`config.mk`:
```
export PLATFORM = sky130hd
export DESIGN_NAME = mips32_mem_arbiter_flat
export DESIGN_NICKNAME = d
export VERILOG_FILES = /design/src/rtl/mips32_mem_arbiter_if.sv /design/src/rtl/mips32_mem_arbiter.sv /design/src/flat_wrapper.sv
export SDC_FILE = /design/constraint.sdc
export NUM_CORES = 1
export LEC_CHECK = 0
export ABC_AREA = 1
export CAP_MARGIN = 20
export CELL_PAD_IN_SITES_DETAIL_PLACEMENT = 1
export CELL_PAD_IN_SITES_GLOBAL_PLACEMENT = 1
export CORE_MARGIN = 10
export CORE_UTILIZATION = 23
export CTS_CLUSTER_DIAMETER = 200
export DETAILED_ROUTE_END_ITERATION = 6
export PLACE_DENSITY_LB_ADDON = 0.1
export SYNTH_ARGS = -nofsm -noshare
export SYNTH_HDL_FRONTEND = slang
export SYNTH_SLANG_ARGS = --single-unit
```
`constraint.sdc`:
```
create_clock -name clk -period 1.7 [get_ports clk]
set_clock_uncertainty 0.2 [all_clocks]
set_input_delay 0.255 -clock clk [delete_from_list [all_inputs] [get_ports clk]]
set_output_delay 0.255 -clock clk [all_outputs]
set_load 0.02 [all_outputs]
```
`src/rtl/mips32_mem_arbiter_if.sv`:
```
// Shared-port bus for the MIPS32 unified memory arbiter: fetch, data and memory sides.
// The slave modport is the arbiter; the master modport is the surrounding core/memory.
interface mips32_mem_arbiter_if #(
    parameter int ADDR_W = 10,
    parameter int DATA_W = 32
);
    logic              if_req;
    logic [ADDR_W-1:0] if_addr;
    logic              if_flush;
    logic              if_gnt;
    logic              if_rvalid;
    logic [DATA_W-1:0] if_rdata;

    logic              d_req;
    logic              d_we;
    logic [ADDR_W-1:0] d_addr;
    logic [DATA_W-1:0] d_wdata;
    logic              d_gnt;
    logic              d_rvalid;
    logic [DATA_W-1:0] d_rdata;

    logic              mem_en;
    logic              mem_we;
    logic [ADDR_W-1:0] mem_addr;
    logic [DATA_W-1:0] mem_wdata;
    logic [DATA_W-1:0] mem_rdata;

    modport slave (
        input  if_req, if_addr, if_flush,
        input  d_req, d_we, d_addr, d_wdata,
        input  mem_rdata,
        output if_gnt, if_rvalid, if_rdata,
        output d_gnt, d_rvalid, d_rdata,
        output mem_en, mem_we, mem_addr, mem_wdata
    );

    modport master (
        output if_req, if_addr, if_flush,
        output d_req, d_we, d_addr, d_wdata,
        output mem_rdata,
        input  if_gnt, if_rvalid, if_rdata,
        input  d_gnt, d_rvalid, d_rdata,
        input  mem_en, mem_we, mem_addr, mem_wdata
    );
endinterface

```
`src/rtl/mips32_mem_arbiter.sv`:
```
// Single-port memory arbiter: data-priority with fetch starvation guard, flush-dropped
// fetch responses, 1-cycle read latency routing and grant/conflict counters.
module mips32_mem_arbiter #(
    parameter int ADDR_W       = 10,
    parameter int DATA_W       = 32,
    parameter int STARVE_LIMIT = 3,
    parameter int CNT_W        = 16
) (
    input  logic             clk,
    input  logic             rst_n,
    mips32_mem_arbiter_if.slave bus,
    output logic [CNT_W-1:0] if_gnt_cnt,
    output logic [CNT_W-1:0] d_gnt_cnt,
    output logic [CNT_W-1:0] conflict_cnt
);
    localparam logic [3:0]       LIMIT   = 4'(STARVE_LIMIT);
    localparam logic [CNT_W-1:0] CNT_ONE = CNT_W'(1);

    typedef enum logic [1:0] {
        RSP_NONE,
        RSP_IF,
        RSP_D
    } rsp_owner_t;

    rsp_owner_t rsp_owner;
    logic [3:0] starve_cnt;
    logic       if_req_e;
    logic       if_gnt_c;
    logic       d_gnt_c;
    logic       if_rvalid_c;
    logic       d_rvalid_c;

    always_comb begin
        if_req_e = bus.if_req & ~bus.if_flush;
        // Fetch wins a conflict only once it has been denied STARVE_LIMIT times in a row.
        if_gnt_c = if_req_e & (~bus.d_req | (starve_cnt == LIMIT));
        d_gnt_c  = bus.d_req & ~if_gnt_c;

        bus.if_gnt    = if_gnt_c;
        bus.d_gnt     = d_gnt_c;
        bus.mem_en    = if_gnt_c | d_gnt_c;
        bus.mem_we    = d_gnt_c & bus.d_we;
        bus.mem_addr  = '0;
        bus.mem_wdata = '0;
        if (if_gnt_c) begin
            bus.mem_addr = bus.if_addr;
        end else if (d_gnt_c) begin
            bus.mem_addr  = bus.d_addr;
            bus.mem_wdata = bus.d_wdata;
        end

        // A flush in the response cycle kills the stale fetch data outright.
        if_rvalid_c   = (rsp_owner == RSP_IF) & ~bus.if_flush;
        d_rvalid_c    = (rsp_owner == RSP_D);
        bus.if_rvalid = if_rvalid_c;
        bus.d_rvalid  = d_rvalid_c;
        bus.if_rdata  = if_rvalid_c ? bus.mem_rdata : '0;
        bus.d_rdata   = d_rvalid_c  ? bus.mem_rdata : '0;
    end

    always_ff @(posedge clk or negedge rst_n) begin
        if (!rst_n) begin
            rsp_owner    <= RSP_NONE;
            starve_cnt   <= '0;
            if_gnt_cnt   <= '0;
            d_gnt_cnt    <= '0;
            conflict_cnt <= '0;
        end else begin
            if (if_gnt_c) begin
                rsp_owner <= RSP_IF;
            end else if (d_gnt_c && !bus.d_we) begin
                rsp_owner <= RSP_D;
            end else begin
                rsp_owner <= RSP_NONE;
            end

            if (!if_req_e || if_gnt_c) begin
                starve_cnt <= '0;
            end else if (starve_cnt != LIMIT) begin
                starve_cnt <= starve_cnt + 4'd1;
            end

            if (if_gnt_c) begin
                if_gnt_cnt <= if_gnt_cnt + CNT_ONE;
            end
            if (d_gnt_c) begin
                d_gnt_cnt <= d_gnt_cnt + CNT_ONE;
            end
            if (if_req_e && bus.d_req) begin
                conflict_cnt <= conflict_cnt + CNT_ONE;
            end
        end
    end
endmodule
```
`src/flat_wrapper.sv`:
```
// flat-port wrapper written by rule: the top's interface ports become plain ports
module mips32_mem_arbiter_flat 
#(
    parameter int ADDR_W       = 10,
    parameter int DATA_W       = 32,
    parameter int STARVE_LIMIT = 3,
    parameter int CNT_W        = 16
)
  (clk, rst_n, if_gnt_cnt, d_gnt_cnt, conflict_cnt, bus_if_req, bus_if_addr, bus_if_flush, bus_d_req, bus_d_we, bus_d_addr, bus_d_wdata, bus_mem_rdata, bus_if_gnt, bus_if_rvalid, bus_if_rdata, bus_d_gnt, bus_d_rvalid, bus_d_rdata, bus_mem_en, bus_mem_we, bus_mem_addr, bus_mem_wdata);
  mips32_mem_arbiter_if #(.ADDR_W(ADDR_W), .DATA_W(DATA_W)) bus_i ();
  input  logic clk;
  input  logic rst_n;
  output logic [CNT_W-1:0] if_gnt_cnt;
  output logic [CNT_W-1:0] d_gnt_cnt;
  output logic [CNT_W-1:0] conflict_cnt;
  input wire logic [$bits(bus_i.if_req)-1:0] bus_if_req;
  input wire logic [$bits(bus_i.if_addr)-1:0] bus_if_addr;
  input wire logic [$bits(bus_i.if_flush)-1:0] bus_if_flush;
  input wire logic [$bits(bus_i.d_req)-1:0] bus_d_req;
  input wire logic [$bits(bus_i.d_we)-1:0] bus_d_we;
  input wire logic [$bits(bus_i.d_addr)-1:0] bus_d_addr;
  input wire logic [$bits(bus_i.d_wdata)-1:0] bus_d_wdata;
  input wire logic [$bits(bus_i.mem_rdata)-1:0] bus_mem_rdata;
  output wire logic [$bits(bus_i.if_gnt)-1:0] bus_if_gnt;
  output wire logic [$bits(bus_i.if_rvalid)-1:0] bus_if_rvalid;
  output wire logic [$bits(bus_i.if_rdata)-1:0] bus_if_rdata;
  output wire logic [$bits(bus_i.d_gnt)-1:0] bus_d_gnt;
  output wire logic [$bits(bus_i.d_rvalid)-1:0] bus_d_rvalid;
  output wire logic [$bits(bus_i.d_rdata)-1:0] bus_d_rdata;
  output wire logic [$bits(bus_i.mem_en)-1:0] bus_mem_en;
  output wire logic [$bits(bus_i.mem_we)-1:0] bus_mem_we;
  output wire logic [$bits(bus_i.mem_addr)-1:0] bus_mem_addr;
  output wire logic [$bits(bus_i.mem_wdata)-1:0] bus_mem_wdata;
  assign bus_i.if_req = bus_if_req;
  assign bus_i.if_addr = bus_if_addr;
  assign bus_i.if_flush = bus_if_flush;
  assign bus_i.d_req = bus_d_req;
  assign bus_i.d_we = bus_d_we;
  assign bus_i.d_addr = bus_d_addr;
  assign bus_i.d_wdata = bus_d_wdata;
  assign bus_i.mem_rdata = bus_mem_rdata;
  assign bus_if_gnt = bus_i.if_gnt;
  assign bus_if_rvalid = bus_i.if_rvalid;
  assign bus_if_rdata = bus_i.if_rdata;
  assign bus_d_gnt = bus_i.d_gnt;
  assign bus_d_rvalid = bus_i.d_rvalid;
  assign bus_d_rdata = bus_i.d_rdata;
  assign bus_mem_en = bus_i.mem_en;
  assign bus_mem_we = bus_i.mem_we;
  assign bus_mem_addr = bus_i.mem_addr;
  assign bus_mem_wdata = bus_i.mem_wdata;
  mips32_mem_arbiter #(.ADDR_W(ADDR_W), .DATA_W(DATA_W), .STARVE_LIMIT(STARVE_LIMIT), .CNT_W(CNT_W)) u_core (.clk(clk), .rst_n(rst_n), .bus(bus_i), .if_gnt_cnt(if_gnt_cnt), .d_gnt_cnt(d_gnt_cnt), .conflict_cnt(conflict_cnt));
endmodule
```
==> impl_results.md, run 1 <==
* Area growth syn-to-layout at 125%
* Vias in the first global route at 5129
* DR vias/cell at 4.32
* Crit start category: flip-flop
* Fin. max-slew vios at 0
* Commonest non-fill, non-tap cell in the layout: nand2_1
* Tcrit/Tclk final at 1.26
* R2R setup slack at -0.15 ns
* CTS tree: yes
* Total I/O pin count at 250
* LEAKAGE at 4.09 nW
* CP Max Fanout at 8
* Wire per inst at 18.3 um
* Cell-internal power at 3.08 mW
* Post-synthesis sequential element count at 54
* Maximum VDD drop at 0.000337 V
* Worst setup path class: reg2out
* WL final at 19500 um
* Setup Viol. Count Final at 125
* Cell Pwr Density at 617 nW/um^2
* Maxcap violations at 0
* Iteration count of the initial detailed-routing pass at 4
* Unique masters post-synth at 30
* RSZ-0062 raised after global routing: yes
* Max Root-Sink Buffers at 2
* Syn Inst Count at 540
* Die width at 146 um
* Number of H-tree levels at 2
* Worst Setup End Kind: primary output
* Share of cells above drive strength 1 at 0.419
* Total GRT Usage at 0.169
* Slew margin rel. at 0.783
* P_sw at 2.03 mW
* Die Height at 146 um
* Register area at 1350 sq um
* Reg power frac at 0.345
* Failing checks: negative setup slack
* Synth Net Count at 634
* Initial Utilization at 0.233
* Highest-count cells in the layout ignoring fill and taps: 123 x nand2_1, 114 x buf_6, 100 x nor2_4
* Detailed placement HPWL at 14500 um
* Via Count at 4598
* Cts bufs inserted at 5
* Fin. Hold Viols at 0
* Multi-input logic area at 2730 sq um
* Fmax at 0.468 GHz
* Pin count of the biggest net entering global routing at 55
* Clock power share at 0.217
* Final Net Count at 941
* Initial DRC count at 116
* Die area at 21400 sq um
* Ant. Diodes at 0
* First-pass GRT wire length at 29300 um
* FP Rows at 46
* Place WS at -0.891 ns
* Worst EP required at 1.24 ns
* Clock Root Buffer: clkbuf_16
* Final WS setup at -0.437 ns
* Filler cells at 1820
* Seq/Total Area, Yosys at 0.368
* Hold Crit Class: in2async
* Clock sinks at 54
* Min Tclk post-route at 2.14 ns
* DRC at 0
* Total grt overflow at 0
* Avg Cell Area, Syn at 6.81 sq um
* Worst-Margin Slew at 0.325 ns
* CP arrival at 1.68 ns
* Core Footprint at 15800 sq um
* Fin util at 0.525
* GP Congestion at 0.816
* Mapped Area at 3680 sq um
* Status: finished with violations
* Comb pwr share at 0.438
* Switching share of power at 0.397
* Clock transition at path regs at 0.08 ns
* Number of buffers added on ports at 249
* Ys Warns at 0
* Post-route ant nets at 0
* Clock Latency Late Sink at 0.30 ns
* Initial antenna violation count at 0
-- final timing paths --
check                                         from  cells past startpoint                      end
max in group asynchronous                    rst_n                      3     u_core.if_gnt_cnt[1]
max reg2reg                   u_core.starve_cnt[1]                     11    u_core.if_gnt_cnt[11]
max                           u_core.starve_cnt[1]                      7         bus_mem_wdata[2]
min in group clk           u_core.conflict_cnt[15]                      1  u_core.conflict_cnt[15]
min                                          rst_n                      3      u_core.d_gnt_cnt[3]
min reg2reg                u_core.conflict_cnt[15]                      1  u_core.conflict_cnt[15]
-- cells by family (layout without fill, tap and decap cells) --
kind of cell    after synthesis  in the layout  synth area share
compound gates                8              8            0.0136
fa+ha+maj                     4              4            0.0136
buf+inv                     114            422             0.129
flops                        54             54             0.368
simple gates                331            331             0.403
xor+xnor                     29             29            0.0732
-- cells in the mapped netlist (all sizes together) --
library cell    n  area [sq um]
dfrtp          54          1350
o21a            1          15.0
nand3b         10          75.1
xor2           13           129
ha              4          50.1
nor3            2          10.0
a21oi           1          5.00
nand4           4          25.0
clkbuf          3          11.3
nand2         152           601
o21ai           6          30.0
nand3          26           168
inv            99           374
nor2          136           597
xnor2          16           140
or2             1          6.26
buf            12          88.8
-- metrics by stage --
stage	area (sq um)	cells	power, mW	hold WS [ns]	setup TNS (ns)
detailed placement	7010	1033	3.91	0.0834	-77.70
CTS	7750	1059	5.06	0.270	-31.04
global placement	7010	1033	3.87	0.0799	-71.80
floorplan	3940	540	2.69	-0.241	-1.45
finish	8280	1064	5.11	0.263	-32.59
global route	8280	1064	5.46	0.299	-41.15
-- flip-flops by register name (all words and copies together) (netlist names) --
| signal | flops |
|---|---|
| u_core.if_gnt_cnt | 16 |
| u_core.d_gnt_cnt | 16 |
| u_core.conflict_cnt | 16 |
| u_core.starve_cnt | 4 |
| u_core.rsp_owner | 2 |
-- cell type report --
type                            count  area share
Inverter                           99      0.0476
Tap cell                          216      0.0326
Sequential cell                    54       0.163
Multi-Input combinational cell    372       0.329
Clock inverter                      3     0.00347
Timing Repair Buffer              315       0.409
Clock buffer                        5      0.0151
-- timing repair --
| item | in CTS | in global routing |
|---|---|---|
| hold endpoints to repair | 54 | 0 |
| setup buffers | 9 | 7 |
| hold buffers | 1 | 0 |
| pin swaps | 8 | 10 |
| endpoints found under the setup margin | 162 | 145 |
| resized for setup | 751 | 136 |
| cloned | 8 | 1 |
-- worst max-delay path, cell delays in order (launching register included) --
cell and delay [ns]:
dfrtp_1 0.42, ha_4 0.19, nand3_4 0.08, o21a_4 0.21, clkinv_8 0.11, buf_16 0.17, nor2_4 0.09, buf_6 0.12
-- per-layer routing --
metal | track usage | vias to the layer above | wire, um
met2 | 0.299 | 222 | 9870
li1 | - | 2194 | -
met5 | 0 | - | 0
met3 | 0.0800 | 7 | 2100
met1 | 0.180 | 2175 | 7350
met4 | 0.0315 | 0 | 137
-- power by group through the flow --
stage	sequential, mW	clock [mW]	combinational, mW
global route	1.81	1.22	2.42
CTS	1.76	1.15	2.15
global placement	1.78	0	2.08
finish	1.76	1.11	2.24
detailed placement	1.79	0	2.12
floorplan	1.99	0	0.697
No activity file was read; power rests on OpenSTA's default activity.
==> inputs of run 2 (changes only) <==
- CAP_MARGIN: 20 -> unset
==> results of run 2 <==
Same layout as run 1: the final DEF is identical, and so are final timing and power.
